`config.mk`:
```
export PLATFORM = sky130hd
export DESIGN_NAME = lfsr_noise_gen
export DESIGN_NICKNAME = d
export VERILOG_FILES = /design/src/rtl/lfsr_noise_gen.sv
export SDC_FILE = /design/constraint.sdc
export NUM_CORES = 1
export LEC_CHECK = 0
export ABC_AREA = 1
export CELL_PAD_IN_SITES_DETAIL_PLACEMENT = 0
export CELL_PAD_IN_SITES_GLOBAL_PLACEMENT = 1
export CORE_ASPECT_RATIO = 0.9
export CORE_MARGIN = 4
export CORE_UTILIZATION = 40
export DETAILED_ROUTE_END_ITERATION = 7
export PLACE_DENSITY_LB_ADDON = 0.1
export SYNTH_ARGS = -nofsm -noshare
export SYNTH_HDL_FRONTEND = slang
export SYNTH_SLANG_ARGS = --single-unit
export TNS_END_PERCENT = 5
```
`constraint.sdc`:
```
create_clock -name clock -period 4.54 [get_ports clock]
set_clock_uncertainty 0.05 [all_clocks]
set_input_delay 1.135 -clock clock [delete_from_list [all_inputs] [get_ports clock]]
set_output_delay 1.135 -clock clock [all_outputs]
set_load 0.1 [all_outputs]
```
`src/rtl/lfsr_noise_gen.sv`:
```
// Parametrised Fibonacci LFSR noise source with seed load,
// zero-seed protection, step enable and period measurement.
//
// Ports:
//   clock        rising-edge clock
//   reset        synchronous active-high reset
//   enable       advance the LFSR one step
//   load         load seed_in (wins over enable)
//   seed_in      seed used with load; zero falls back to SEED
//   state_out    current register word
//   noise_bit    state_out[WIDTH-1]
//   valid        pulse in the cycle after a step
//   seed_err     pulse in the cycle after a zero-seed load
//   period_pulse pulse when the state returns to the reference
//   period_len   length of the last completed period, in steps
module lfsr_noise_gen #(
  parameter int unsigned          WIDTH = 16,
  parameter logic [WIDTH-1:0]     TAPS  = 16'hB400,
  parameter logic [WIDTH-1:0]     SEED  = 16'h0001
) (
  input  logic             clock,
  input  logic             reset,
  input  logic             enable,
  input  logic             load,
  input  logic [WIDTH-1:0] seed_in,
  output logic [WIDTH-1:0] state_out,
  output logic             noise_bit,
  output logic             valid,
  output logic             seed_err,
  output logic             period_pulse,
  output logic [WIDTH-1:0] period_len
);

  if (WIDTH < 2 || WIDTH > 32) begin : g_bad_width
    $fatal(1, "lfsr_noise_gen: WIDTH out of range");
  end
  if (TAPS[WIDTH-1] == 1'b0) begin : g_bad_taps
    $fatal(1, "lfsr_noise_gen: TAPS msb must be set");
  end
  if (SEED == '0) begin : g_bad_seed
    $fatal(1, "lfsr_noise_gen: SEED must be non-zero");
  end

  logic [WIDTH-1:0] state;
  logic [WIDTH-1:0] ref_state;
  logic [WIDTH-1:0] step_cnt;
  logic [WIDTH-1:0] nxt;
  logic             fb;
  logic             seed_zero;

  always_comb begin
    fb        = ^(state & TAPS);
    nxt       = {state[WIDTH-2:0], fb};
    seed_zero = (seed_in == '0);
  end

  always_ff @(posedge clock) begin
    if (reset) begin
      state        <= SEED;
      ref_state    <= SEED;
      step_cnt     <= '0;
      valid        <= 1'b0;
      seed_err     <= 1'b0;
      period_pulse <= 1'b0;
      period_len   <= '0;
    end else begin
      valid        <= 1'b0;
      seed_err     <= 1'b0;
      period_pulse <= 1'b0;
      unique case (1'b1)
        load: begin
          // a zero seed would lock the register, so fall back
          state     <= seed_zero ? SEED : seed_in;
          ref_state <= seed_zero ? SEED : seed_in;
          seed_err  <= seed_zero;
          step_cnt  <= '0;
        end
        (enable & ~load): begin
          state <= nxt;
          valid <= 1'b1;
          if (nxt == ref_state) begin
            period_pulse <= 1'b1;
            period_len   <= step_cnt + 1'b1;
            step_cnt     <= '0;
          end else begin
            step_cnt <= step_cnt + 1'b1;
          end
        end
        default: ;
      endcase
    end
  end

  assign state_out = state;
  assign noise_bit = state[WIDTH-1];

endmodule

```
==> summary.txt <==
STA
  • Crit path time final: 3350 ps
  • # setup viols final: 0
  • Fin. Hold Viols: 0
  • Worst-margin pin slew: between 1000 and 1500 ps
  • Worst slew margin: 0.2983
  • Tcrit/Tclk final: 0.7378
  • Final Slew Violations: 0
  • RSZ-0062 raised after global routing: no
  • Final setup TNS: 0 ps
  • Max Clk Rate: 298.5 MHz

Setup path
  • CP arrival: roughly 3500 ps
  • R2R Path End: period_len[15]$_SDFFE_PP0P_
  • Setup Crit Path Kind: input port to register
  • Worst Setup End Kind: register
  • R2R setup slack: between 2000 and 2500 ps
  • WP data required: approximately 4700 ps
  • R2r worst-path depth: 10
  • Crit Path Max Fanout: 33
  • Critical R2R Launch: state_out[4]$_SDFFE_PP0P_
  • Critical Path Start Type: input port

CTS
  • Cts repair resizes: 0
  • Setup repair bufs after CTS: 0
  • CTS tree: built
  • Clock latency on the worst-skew pair: 340 ps
  • Number of hold buffers added after CTS: 0
  • Longest Clk Path Bufs: 2
  • Clock transition at the registers of the reported paths: about 80 ps
  • CTS sink count: 67
  • H-tree Lvls: 3
  • Cts bufs inserted: 9
  • Root Buffer: clkbuf_8

Floorplan
  • Core Area: around 8200 sq um
  • Die ar.: just over 10000 sq um
  • Starting density of the core: 0.4160
  • DIE HEIGHT: approximately 96 um
  • Die X: roughly 110 um
  • Core Rows: 31
  • Io pins: 56

Place
  • Post-DP HPWL: slightly below 6 mm
  • DP Cell Count: around 690
  • Port Buffers: 55
  • RePlAce Congestion: ~0.8

Cells and area
  • Area Overhead vs Synth: 24.44%
  • Diode count: 0
  • Share of layout cells above drive strength 1: 0.05942
  • Final nets: between 600 and 700
  • Fin cells: just over 700
  • Area of the multi-input gates: approximately 1600 sq um
  • FF+latch area: 1341 sq um
  • Layout fillers: around 860

Logic synthesis
  • Syn Area/Cell: 6.375 sq um
  • Register area share after synthesis: 0.3940
  • Distinct cells, synth: 25
  • Number of synthesized flops with an enable pin: 0
  • Post-synth top flop: dfxtp_1
  • Syn Std Cell Area: ~3400 sq um
  • Mapped Cells: roughly 530
  • Mapped Nets: 555
  • Post-synthesis register bit count: 67
  • Synth Warn #: 0
  • Ys async rst share: 0

Detailed routing
  • Final WL: between 8 and 9 mm
  • # DRC: 0
  • Detail Route Antenna Nets: 0
  • Via count: about 3200
  • Avg WL per Cell: approximately 12 um
  • Initial DRC Count: 141
  • Drt first pass iters: 4
  • Vias per cell: around 4.5

Power and ir drop
  • Worst VDD drop: about 0.16 mV
  • Pleak: 2.031 nW
  • PD cells: 331.3 nW/um^2

Outcome
  • Status: complete, no violations

Global route
  • Global-route wire length before repair: approximately 14 mm
  • Pin count of the biggest net entering global routing: 36
  • Total GRT Usage: 0.1725
  • Initial antenna violation count: 0
  • GRT Residual Overflow: 0
  • Vias in the first global route: ~2800

Job
  • Max-cap viol count: 0

Hold path
  • Worst Hold Path Cells: 2
  • HP Start: ref_state[3]$_SDFFE_PP0P_
  • Hold Path End: ref_state[3]$_SDFFE_PP0P_
  • Worst Hold Class: register to register
worst max-delay path by stage:
stage / start / cells past startpoint / slack [ps] / end
6_report: load / 7 / 1190 / period_len[15]$_SDFFE_PP0P_
5_1_grt: load / 8 / 900 / period_len[5]$_SDFFE_PP0P_
4_1_cts: load / 7 / 1170 / period_len[15]$_SDFFE_PP0P_
3_5_place_dp: load / 7 / 800 / period_len[15]$_SDFFE_PP0P_
3_3_place_gp: load / 7 / 910 / period_len[12]$_SDFFE_PP0P_
2_1_floorplan: state_out[15]$_SDFFE_PP0P_ / 1 / 1930 / state_out[15]
Yosys cell counts, types with 3 or more instances:
cell type	count	area, sq um
a21oi_1	32	160.2
buf_2	5	25.02
buf_4	3	22.52
buf_6	3	33.78
clkbuf_1	8	30.03
dfxtp_1	67	1341
inv_1	91	341.6
inv_2	5	18.77
nand2_1	166	623.1
nand2_2	5	31.28
nand3_1	22	110.1
nor2_1	62	232.7
nor2_2	5	31.28
nor3_1	3	15.01
o21ai_0	19	95.09
o22ai_1	12	75.07
xnor2_1	4	35.03
xor2_1	11	96.34
cell type report:
class,count,share of cell area
clock buffer,11,0.03337
clock inverter,5,0.02008
inverter,96,0.08506
multi-input combinational,352,0.3757
sequential,67,0.3166
tap,115,0.03396
timing repair buffer,58,0.1353
cells in the final DEF (no fill, tap or decap), types with 3 or more instances in the layout:
cell / count
nor2_1: 62
xor2_1: 11
xnor2_1: 4
o22ai_1: 12
dfxtp_1: 67
nand3_1: 22
clkdlybuf4s50_1: 55
inv_1: 91
nor2_2: 5
buf_4: 3
nand2_1: 166
o21ai_0: 19
nor3_1: 3
a21oi_1: 32
nand2_2: 5
clkbuf_8: 10
inv_2: 5
through the flow:
step / cell area (sq um) / hold slack, ps / worst slack (ps) / utilization / power, mW
6_report: 4237 / 430.7 / 1190 / 0.5177 / 1.403
5_1_grt: 4237 / 448.4 / 900.0 / 0.5177 / 1.469
4_1_cts: 4237 / 432.6 / 1165 / 0.5177 / 1.425
3_5_place_dp: 4010 / 420.3 / 798.1 / 0.4900 / 0.8537
3_3_place_gp: 4010 / 412.4 / 909.7 / 0.4900 / 0.8525
2_1_floorplan: 3405 / 401.4 / 1931 / - / 0.7900
worst max-delay path, stage by stage:
cell and delay, ps:
clkdlybuf4s50_1 430, inv_2 270, nand2_2 310, inv_2 360
nand3_2 630, nor2_1 300, nor2_1 70
sequential cells by signal (all words and copies together), names as in the netlist:
register and count:
period_len 16, ref_state 16, state_out 16, step_cnt 16
period_pulse 1, seed_err 1, valid 1
power by group:
group	internal, mW	total, mW	switching (mW)
Clock	0.327	0.564	0.237
Sequential	0.605	0.622	0.0162
Combinational	0.0643	0.218	0.154
Total	0.997	1.40	0.406
cells by family (layout without fill, tap and decap cells):
| family | Yosys count | count (layout) | share of synthesized area |
|---|---|---|---|
| AO/OA/AOI/OAI | 65 | 65 | 0.1014 |
| XOR/XNOR | 15 | 15 | 0.03859 |
| adder cells (fa/ha/maj) | 1 | 1 | 0.003675 |
| buffers and inverters | 115 | 170 | 0.1386 |
| flip-flops | 67 | 67 | 0.3940 |
| AND/OR/NAND/NOR | 271 | 271 | 0.3238 |
per-layer routing:
| layer | vias to the layer above | part of all wire | wire [um] | global-route usage |
|---|---|---|---|---|
| met1 | 1372 | 0.52 | 4376 | 0.2493 |
| met3 | 10 | 0.053 | 444 | 0.04265 |
| met2 | 78 | 0.41 | 3408 | 0.2473 |
| met5 | - | 0 | 0 | 0 |
| li1 | 1726 | - | - | - |
| met4 | 0 | 0.014 | 114 | 0.06230 |
Power figures use the tool's default switching activity.
